### config.mk
export PLATFORM = sky130hd
export DESIGN_NAME = aes_round_ctrl
export DESIGN_NICKNAME = d
export VERILOG_FILES = /design/src/rtl/aes_round_ctrl.sv
export SDC_FILE = /design/constraint.sdc
export NUM_CORES = 1
export LEC_CHECK = 0
export CORE_AREA = 2 2 307 309
export DETAILED_ROUTE_END_ITERATION = 16
export DIE_AREA = 0 0 309 311
export HOLD_SLACK_MARGIN = 0.02
export PLACE_DENSITY_LB_ADDON = 0.05
export SETUP_SLACK_MARGIN = 0.3
export SKIP_LAST_GASP = 1
export SLEW_MARGIN = 20
export SYNTH_ARGS = -nofsm -noshare
export SYNTH_HDL_FRONTEND = slang
export SYNTH_SLANG_ARGS = --single-unit
export TNS_END_PERCENT = 20
### constraint.sdc
create_clock -name clk -period 2.7 [get_ports clk]
set_clock_uncertainty 0.15 [all_clocks]
set_input_delay 0.675 -clock clk [delete_from_list [all_inputs] [get_ports clk]]
set_output_delay 0.675 -clock clk [all_outputs]
set_load 0.1 [all_outputs]
### src/rtl/aes_round_ctrl.sv
// -----------------------------------------------------------------------------
// aes_round_ctrl
//
// Iterative AES-128 round sequencer. Accepts one 128-bit block per
// transaction, keeps the cipher state in a register and walks it through the
// initial AddRoundKey plus 10 rounds. The rounds are computed by an external,
// shared combinational datapath. This block is the only master of that
// datapath. Round keys are pulled one at a time from the key schedule over a
// request/valid handshake.
//
// Optional feature macro: AES_CTRL_DEC_EN
//   defined   : in_mode selects encrypt (0) or decrypt (1).
//   undefined : in_mode is ignored. Every block is encrypted, rk_idx counts
//               upward and dp_inv stays 0.
//
// Ports
//   clk, rst_n           clock, asynchronous active-low reset
//   in_valid/in_ready    input block handshake; in_mode and in_data are
//                        sampled when the block is accepted
//   out_valid/out_ready  result handshake; out_data is the state register
//   busy                 high in every state except IDLE
//   rk_req/rk_idx        round-key request and index (0..10)
//   rk_valid/rk_data     round-key response
//   dp_state/dp_key      datapath operands (state register, rk_data)
//   dp_inv/dp_last       datapath controls: inverse round, final round
//   dp_result            combinational datapath output
//
// Byte k of every 128-bit bus occupies bits [8k:8k+7]. The bytes are in
// column-major order.
// -----------------------------------------------------------------------------
`timescale 1ns/1ps

module aes_round_ctrl (
  input  logic         clk,
  input  logic         rst_n,
  input  logic         in_valid,
  output logic         in_ready,
  input  logic         in_mode,
  input  logic [0:127] in_data,
  output logic         out_valid,
  input  logic         out_ready,
  output logic [0:127] out_data,
  output logic         busy,
  output logic         rk_req,
  output logic [3:0]   rk_idx,
  input  logic         rk_valid,
  input  logic [0:127] rk_data,
  output logic [0:127] dp_state,
  output logic [0:127] dp_key,
  output logic         dp_inv,
  output logic         dp_last,
  input  logic [0:127] dp_result
);

  localparam logic [1:0] ST_IDLE  = 2'd0;
  localparam logic [1:0] ST_ARK   = 2'd1;
  localparam logic [1:0] ST_ROUND = 2'd2;
  localparam logic [1:0] ST_DONE  = 2'd3;

  localparam logic [3:0] LAST_RND = 4'd10;

`ifdef AES_CTRL_DEC_EN
  localparam logic DEC_EN = 1'b1;
`else
  // Decrypt requests are processed as encrypt, so mode is always 0.
  localparam logic DEC_EN = 1'b0;
`endif

  logic [1:0]   fsm_q,   fsm_d;
  logic [0:127] state_q, state_d;
  logic [3:0]   rnd_q,   rnd_d;
  logic         mode_q,  mode_d;

  logic         key_phase;
  logic         accept;

  // The key-fetch phases. rk_req and rk_idx depend only on registers, so
  // rk_valid has no combinational path to them.
  assign key_phase = (fsm_q == ST_ARK) || (fsm_q == ST_ROUND);

  // in_ready depends on out_ready only in DONE. That lets a new block be
  // accepted in the same cycle as the result is consumed.
  assign in_ready  = (fsm_q == ST_IDLE) || ((fsm_q == ST_DONE) && out_ready);
  assign accept    = in_valid && in_ready;

  assign out_valid = (fsm_q == ST_DONE);
  assign out_data  = state_q;
  assign busy      = (fsm_q != ST_IDLE);

  // In ARK rnd is 0, so one expression gives 0 or 10 there. In ROUND it
  // gives the ascending or descending schedule.
  assign rk_req    = key_phase;
  assign rk_idx    = key_phase ? (mode_q ? (LAST_RND - rnd_q) : rnd_q) : 4'd0;

  assign dp_state  = state_q;
  assign dp_key    = rk_data;
  assign dp_inv    = key_phase && mode_q;
  assign dp_last   = (fsm_q == ST_ROUND) && (rnd_q == LAST_RND);

  always_comb begin
    fsm_d   = fsm_q;
    state_d = state_q;
    rnd_d   = rnd_q;
    mode_d  = mode_q;
    case (fsm_q)
      ST_IDLE: begin
        if (accept) begin
          state_d = in_data;
          mode_d  = in_mode & DEC_EN;
          rnd_d   = 4'd0;
          fsm_d   = ST_ARK;
        end
      end
      ST_ARK: begin
        if (rk_valid) begin
          state_d = state_q ^ rk_data;
          rnd_d   = 4'd1;
          fsm_d   = ST_ROUND;
        end
      end
      ST_ROUND: begin
        // Without rk_valid, state, rnd and the key request all hold.
        if (rk_valid) begin
          state_d = dp_result;
          if (rnd_q == LAST_RND) begin
            fsm_d = ST_DONE;
          end else begin
            rnd_d = rnd_q + 4'd1;
          end
        end
      end
      ST_DONE: begin
        if (out_ready) begin
          if (in_valid) begin
            // The result is consumed and the next block is accepted in the
            // same cycle, so back-to-back blocks take 12 cycles each.
            state_d = in_data;
            mode_d  = in_mode & DEC_EN;
            rnd_d   = 4'd0;
            fsm_d   = ST_ARK;
          end else begin
            fsm_d = ST_IDLE;
          end
        end
      end
      default: begin
        fsm_d = ST_IDLE;
      end
    endcase
  end

  // A reset abandons any block in flight. Every output is decoded from these
  // registers, so the outputs take their idle values as soon as rst_n falls.
  always_ff @(posedge clk or negedge rst_n) begin
    if (!rst_n) begin
      fsm_q   <= ST_IDLE;
      state_q <= '0;
      rnd_q   <= 4'd0;
      mode_q  <= 1'b0;
    end else begin
      fsm_q   <= fsm_d;
      state_q <= state_d;
      rnd_q   <= rnd_d;
      mode_q  <= mode_d;
    end
  end

endmodule

# Word-level counts from Yosys, hierarchy flattened
# Index checks and enable logic that the tools add are counted.
# word_totals
reg_bits,135
input_bits,390
out_inout_bits,394
# classes
reduce_logical,13
addsub,2
n_mux,26
eq_ne,11
bitwise,1
# ops
operator,n
$mux W128,5
$pmux W128 S4,1
$xor A128 B128 Y128,1
$mux W4,8
$pmux W4 S4,1
$mux W2,5
$ne A2 B2 Y1 const B,5
$reduce_and A5 Y1,2
$pmux W2 S4,1
$reduce_and A6 Y1,1
$add A4 B1 Y4 const B,1
$eq A2 B2 Y1 const B,2
$eq A4 B4 Y1 const B,1
$logic_and A1 B1 Y1,4
$mux W1,4
$ne A2 B1 Y1 const B,2
$reduce_and A4 Y1,1
$reduce_bool A2 Y1,2
$sub A4 B4 Y4 const A,1
$eq A2 B1 Y1 const B,1
$logic_not A2 Y1,1
$logic_or A1 B1 Y1,2
$pmux W1 S2,1

# Depth between registers and ports, before layout
# logic_depth
word_depth,6
depth_mapped,8

# Worst setup path before layout
# OpenSTA, ideal clock, no wires.
# synth_timing
kind,reg-to-output
start,register fsm_q[1]
end,output rk_idx[0]
arrival_ps,3001
path_stages_with_launch,6
slack_ps,-1126
required_ps,1875
path_buffers,1
cell_sequence,dfrtp_1 -> inv_1 -> ha_1 -> inv_2 -> clkbuf_1 -> nor2_1
# synth_via
elab_chain_len,3
word_cells_on_any_way,4
classes_between,eq/ne (2); mux (1); reduce/logical (1)
# synth_lines
item,line_no,text
start: declaration,69,"logic [1:0] fsm_q, fsm_d;"
start signal: assignment,161,fsm_q <= fsm_d;
$eq A2 B1 Y1 / $eq A2 B2 Y1 (equally long branches),79,assign key_phase = (fsm_q == ST_ARK) || (fsm_q == ST_ROUND);
$logic_or A1 B1 Y1 (*),79,
net rk_req,44,"output logic rk_req,"
$mux W4 (*),93,assign rk_idx = key_phase ? (mode_q ? (LAST_RND - rnd_q) : rnd_q) : 4'd0;
end: declaration,45,"output logic [3:0] rk_idx,"
# The timed path passes the listed nets; every way through them passes the cells marked *.

# Worst setup path in the final report
# layout_timing
start,register fsm_q[0]
end,output rk_idx[3]
# layout_via
elab_chain_len,3
word_cells_on_any_way,4
classes_between,eq/ne (2); mux (1); reduce/logical (1)
# layout_lines
item,line_no
$eq A2 B1 Y1 / $eq A2 B2 Y1 (equally long branches),79
$logic_or A1 B1 Y1 (*),79
$mux W4 (*),93
# Every way passes the cells marked *; elsewhere a longest branch is shown, timed or not.

==> impl_metrics.csv <==
group,metric,value,unit
place,port_buffer_cells,781,
setup_path,critical_path_class,"flip-flop to output port",
routing,postRouteWirelength,68000,microns
timing,final_setup_violations,0,
yosys,yosys_most_used_dff,"sky130_fd_sc_hd__dfrtp_1",
yosys,yosys_warnings,0,
yosys,synth-seq-area-share,31.0,%
grt,grt_start_max_net_pins,74,
clock_network,clock_sink_count,134,
routing,dr_total_vias,11004,
yosys,synth.top_cells.by_area,"sky130_fd_sc_hd__dfrtp_1 (31%), sky130_fd_sc_hd__buf_4 (18%), sky130_fd_sc_hd__o2bb2ai_1 (10%), sky130_fd_sc_hd__a221oi_1 (10%), sky130_fd_sc_hd__nor3b_2 (9.1%)",
floorplan,pin_count,784,
clock_network,htree_num_levels,4,
finish,final_common_cell,"sky130_fd_sc_hd__clkdlybuf4s50_1",
routing,highest_routing_layer_actually_used,"met5",
floorplan,core-area,92800,sq um
setup_path,crit_path_start,"fsm_q[0]",
yosys,post_synth_mux_area_share,0.197,%
floorplan,floorplan.initialDensity,11.7,%
yosys,yosys.area_share.xor_xnor,0,%
yosys,ys_ff_latch,134,
setup_path,path_max_fanout,6,
timing,final_hold_violations,0,
worst_hold_path,holdCritPathClass,"flip-flop to flip-flop",
yosys,yosys.area_share.simple,13.9,%
timing,final.hold.worst_slack,0.410,ns
yosys,synth_largest_area_cell,"sky130_fd_sc_hd__dfrtp_1",
grt,grt_pass1_vias,11662,
place,finalWeightedCongestion,0.719,
place,dp.final_hpwl,53100,microns
setup_path,worst_r2r_startpoint,"fsm_q[0]",
timing,totalNegativeSetupSlack,0,ns
yosys,synth_compound_gate_area_share,30.7,%
finish,post_route_cells_drive_above_1_share,38.7,%
timing,clock.fmax,0.409,GHz
clock_network,cts_inserted_buffers,17,
clock_network,path_clk_slew,0.08,ns
routing,route.layer.met1.wl,25400,microns
routing,viasPerCell,3.83,
yosys,synthesis.area,10800,sq um
setup_path,crit_required,1.88,ns
clock_network,clock-root-buffer,"sky130_fd_sc_hd__clkbuf_16",
floorplan,num_rows,112,
place,placement.cell_area,19500,sq um
yosys,avgSynthCellArea,10.2,sq um
worst_hold_path,worst_min_path_start,"dp_state[95]",
routing,post_drt_wl_per_cell,23.7,microns
yosys,synth_enable_flop_cells,0,
setup_path,cp-end-kind,"output port",
grt,total_routing_usage_gr,13.6,%
timing,worst_slew_margin_rel,58.0,%
finish,final_nets,1993,
grt,antenna_found_initial,11,
floorplan,chipHeight,311,microns
floorplan,chipWidth,309,microns
yosys,share_of_flip_flops_with_an_asynchronous_set_or_reset,100,%
routing,wl_met3,3710,microns
grt,global_route_wire_length_before_repair,93600,microns
yosys,syn_inst,1055,
yosys,syn-num-nets,1453,
routing,detailedRoute.firstIterationViolations,332,
clock_network,clock_path_buffers,2,
yosys,synth.lib_cells_used.distinct,35,
finish,layout.cells.most_common_list,"sky130_fd_sc_hd__clkdlybuf4s50_1 (386), sky130_fd_sc_hd__buf_4 (314), sky130_fd_sc_hd__buf_12 (167)",
finish,synthToLayoutAreaGrowth,87.6,%
setup_path,setup.worst_path.start_class,"flip-flop",
clock_network,insertion_delay,0.48,ns
yosys,synth_top_family_by_area,"compound AO/OA/AOI/OAI gates",
routing,ant_nets,0,
grt,grt-ovfl-total,0,
timing,finalCritPeriodShare,90.4,%
finish,filler_cell_count,10068,
routing,detail_route.first_pass.iterations,5,
clock_network,cts_tree,"built",
setup_path,timing.critical_path.arrival,1.62,ns
timing,tightestPinTransition,0.631,ns
routing,number_of_design_rule_violations_left_after_detail_routing,0,
timing,report.final.slew_viol_count,0,
floorplan,die_area,96100,sq um
timing,finalCriticalPeriod,2.44,ns
yosys,netlist.area_leader.share,31.0,%
finish,finalInstanceArea,20300,sq um
routing,met2WireLength,38000,microns
flow_run,drv_cap,0,
run_status,status,"finished clean",
yosys,synth-adder-area-share,0.926,%
timing,rsz0062_at_grt,"true",
-- critical path, stage by stage (launching register included) --
cell	delay (ns)
sky130_fd_sc_hd__dfrtp_1	0.37
sky130_fd_sc_hd__inv_2	0.08
sky130_fd_sc_hd__ha_4	0.33
sky130_fd_sc_hd__and2_4	0.17
sky130_fd_sc_hd__buf_12	0.17
-- flip-flops by register name, summed over array words and instances, names as in the netlist --
signal	cells
fsm_q	2
dp_state	128
rnd_q	4
-- what timing repair did --
item                                    CTS  global route
pin swaps                                 2             1
resized for setup                        11             8
setup buffers                            10             3
hold buffers                              1             0
endpoints found under the setup margin   11            85
endpoints found under the hold margin    31             0
cloned                                    0             2
-- logic make-up (layout without fill, tap and decap cells) --
kind of cell,after synthesis,count (layout)
flops,134,134
compound gates,397,397
simple gates,151,152
mux,2,2
buf+inv,362,914
other cells,1,9
fa+ha+maj,8,8
-- final timing paths --
check                           depth (start not counted)       endpoint  slack, ns
worst max-delay path                                    4      rk_idx[3]       0.26
worst min-delay path                                    1   dp_state[95]       0.41
worst max register to register                          8  dp_state[111]       0.45
worst min register to register                          1   dp_state[95]       0.41
max in group asynchronous                               3   dp_state[31]       1.17
min in group asynchronous                               2    dp_state[0]       0.55
-- Yosys cell counts (all sizes together), types with 2 or more instances --
cell type and instances:
inv 7, nor3b 128, a221oi 128, ha 8, o21ai 4, clkbuf 25
buf 330, nand2b 2, nor2 3, and2 5, a22oi 2, dfrtp 134
o2bb2ai 129, nand2 8, nand3 2, o211ai 128
-- layout make-up --
cell class	count	area [sq um]	share of cell area [%]
clock inverters	12	120	0.592
multi-input cells	560	5050	24.9
repair buffers	875	9680	47.8
flip-flops and latches	134	3350	16.5
inverters	7	35.0	0.173
clock buffers	20	447	2.20
well taps	1254	1570	7.74
diodes	8	20.0	0.0987
-- metal layers --
metal / vias up / global-route usage, %
met4: 4 / 3.59
li1: 5016 / -
met5: - / 0
met1: 5519 / 14.7
met3: 39 / 3.00
met2: 426 / 26.1
-- metrics by stage --
| step | std cells | utilization, % | worst slack [ns] |
|---|---|---|---|
| 2_1_floorplan | 1055 | - | 0.191 |
| 3_3_place_gp | 2814 | 21.0 | 0.180 |
| 3_5_place_dp | 2814 | 21.0 | 0.183 |
| 4_1_cts | 2857 | 21.7 | 0.197 |
| 5_1_grt | 2868 | 21.9 | 0.170 |
| 6_report | 2870 | 21.9 | 0.258 |
Power is not shown: default switching activity piles up to over one toggle a cycle in this logic, so the estimate is an artifact.
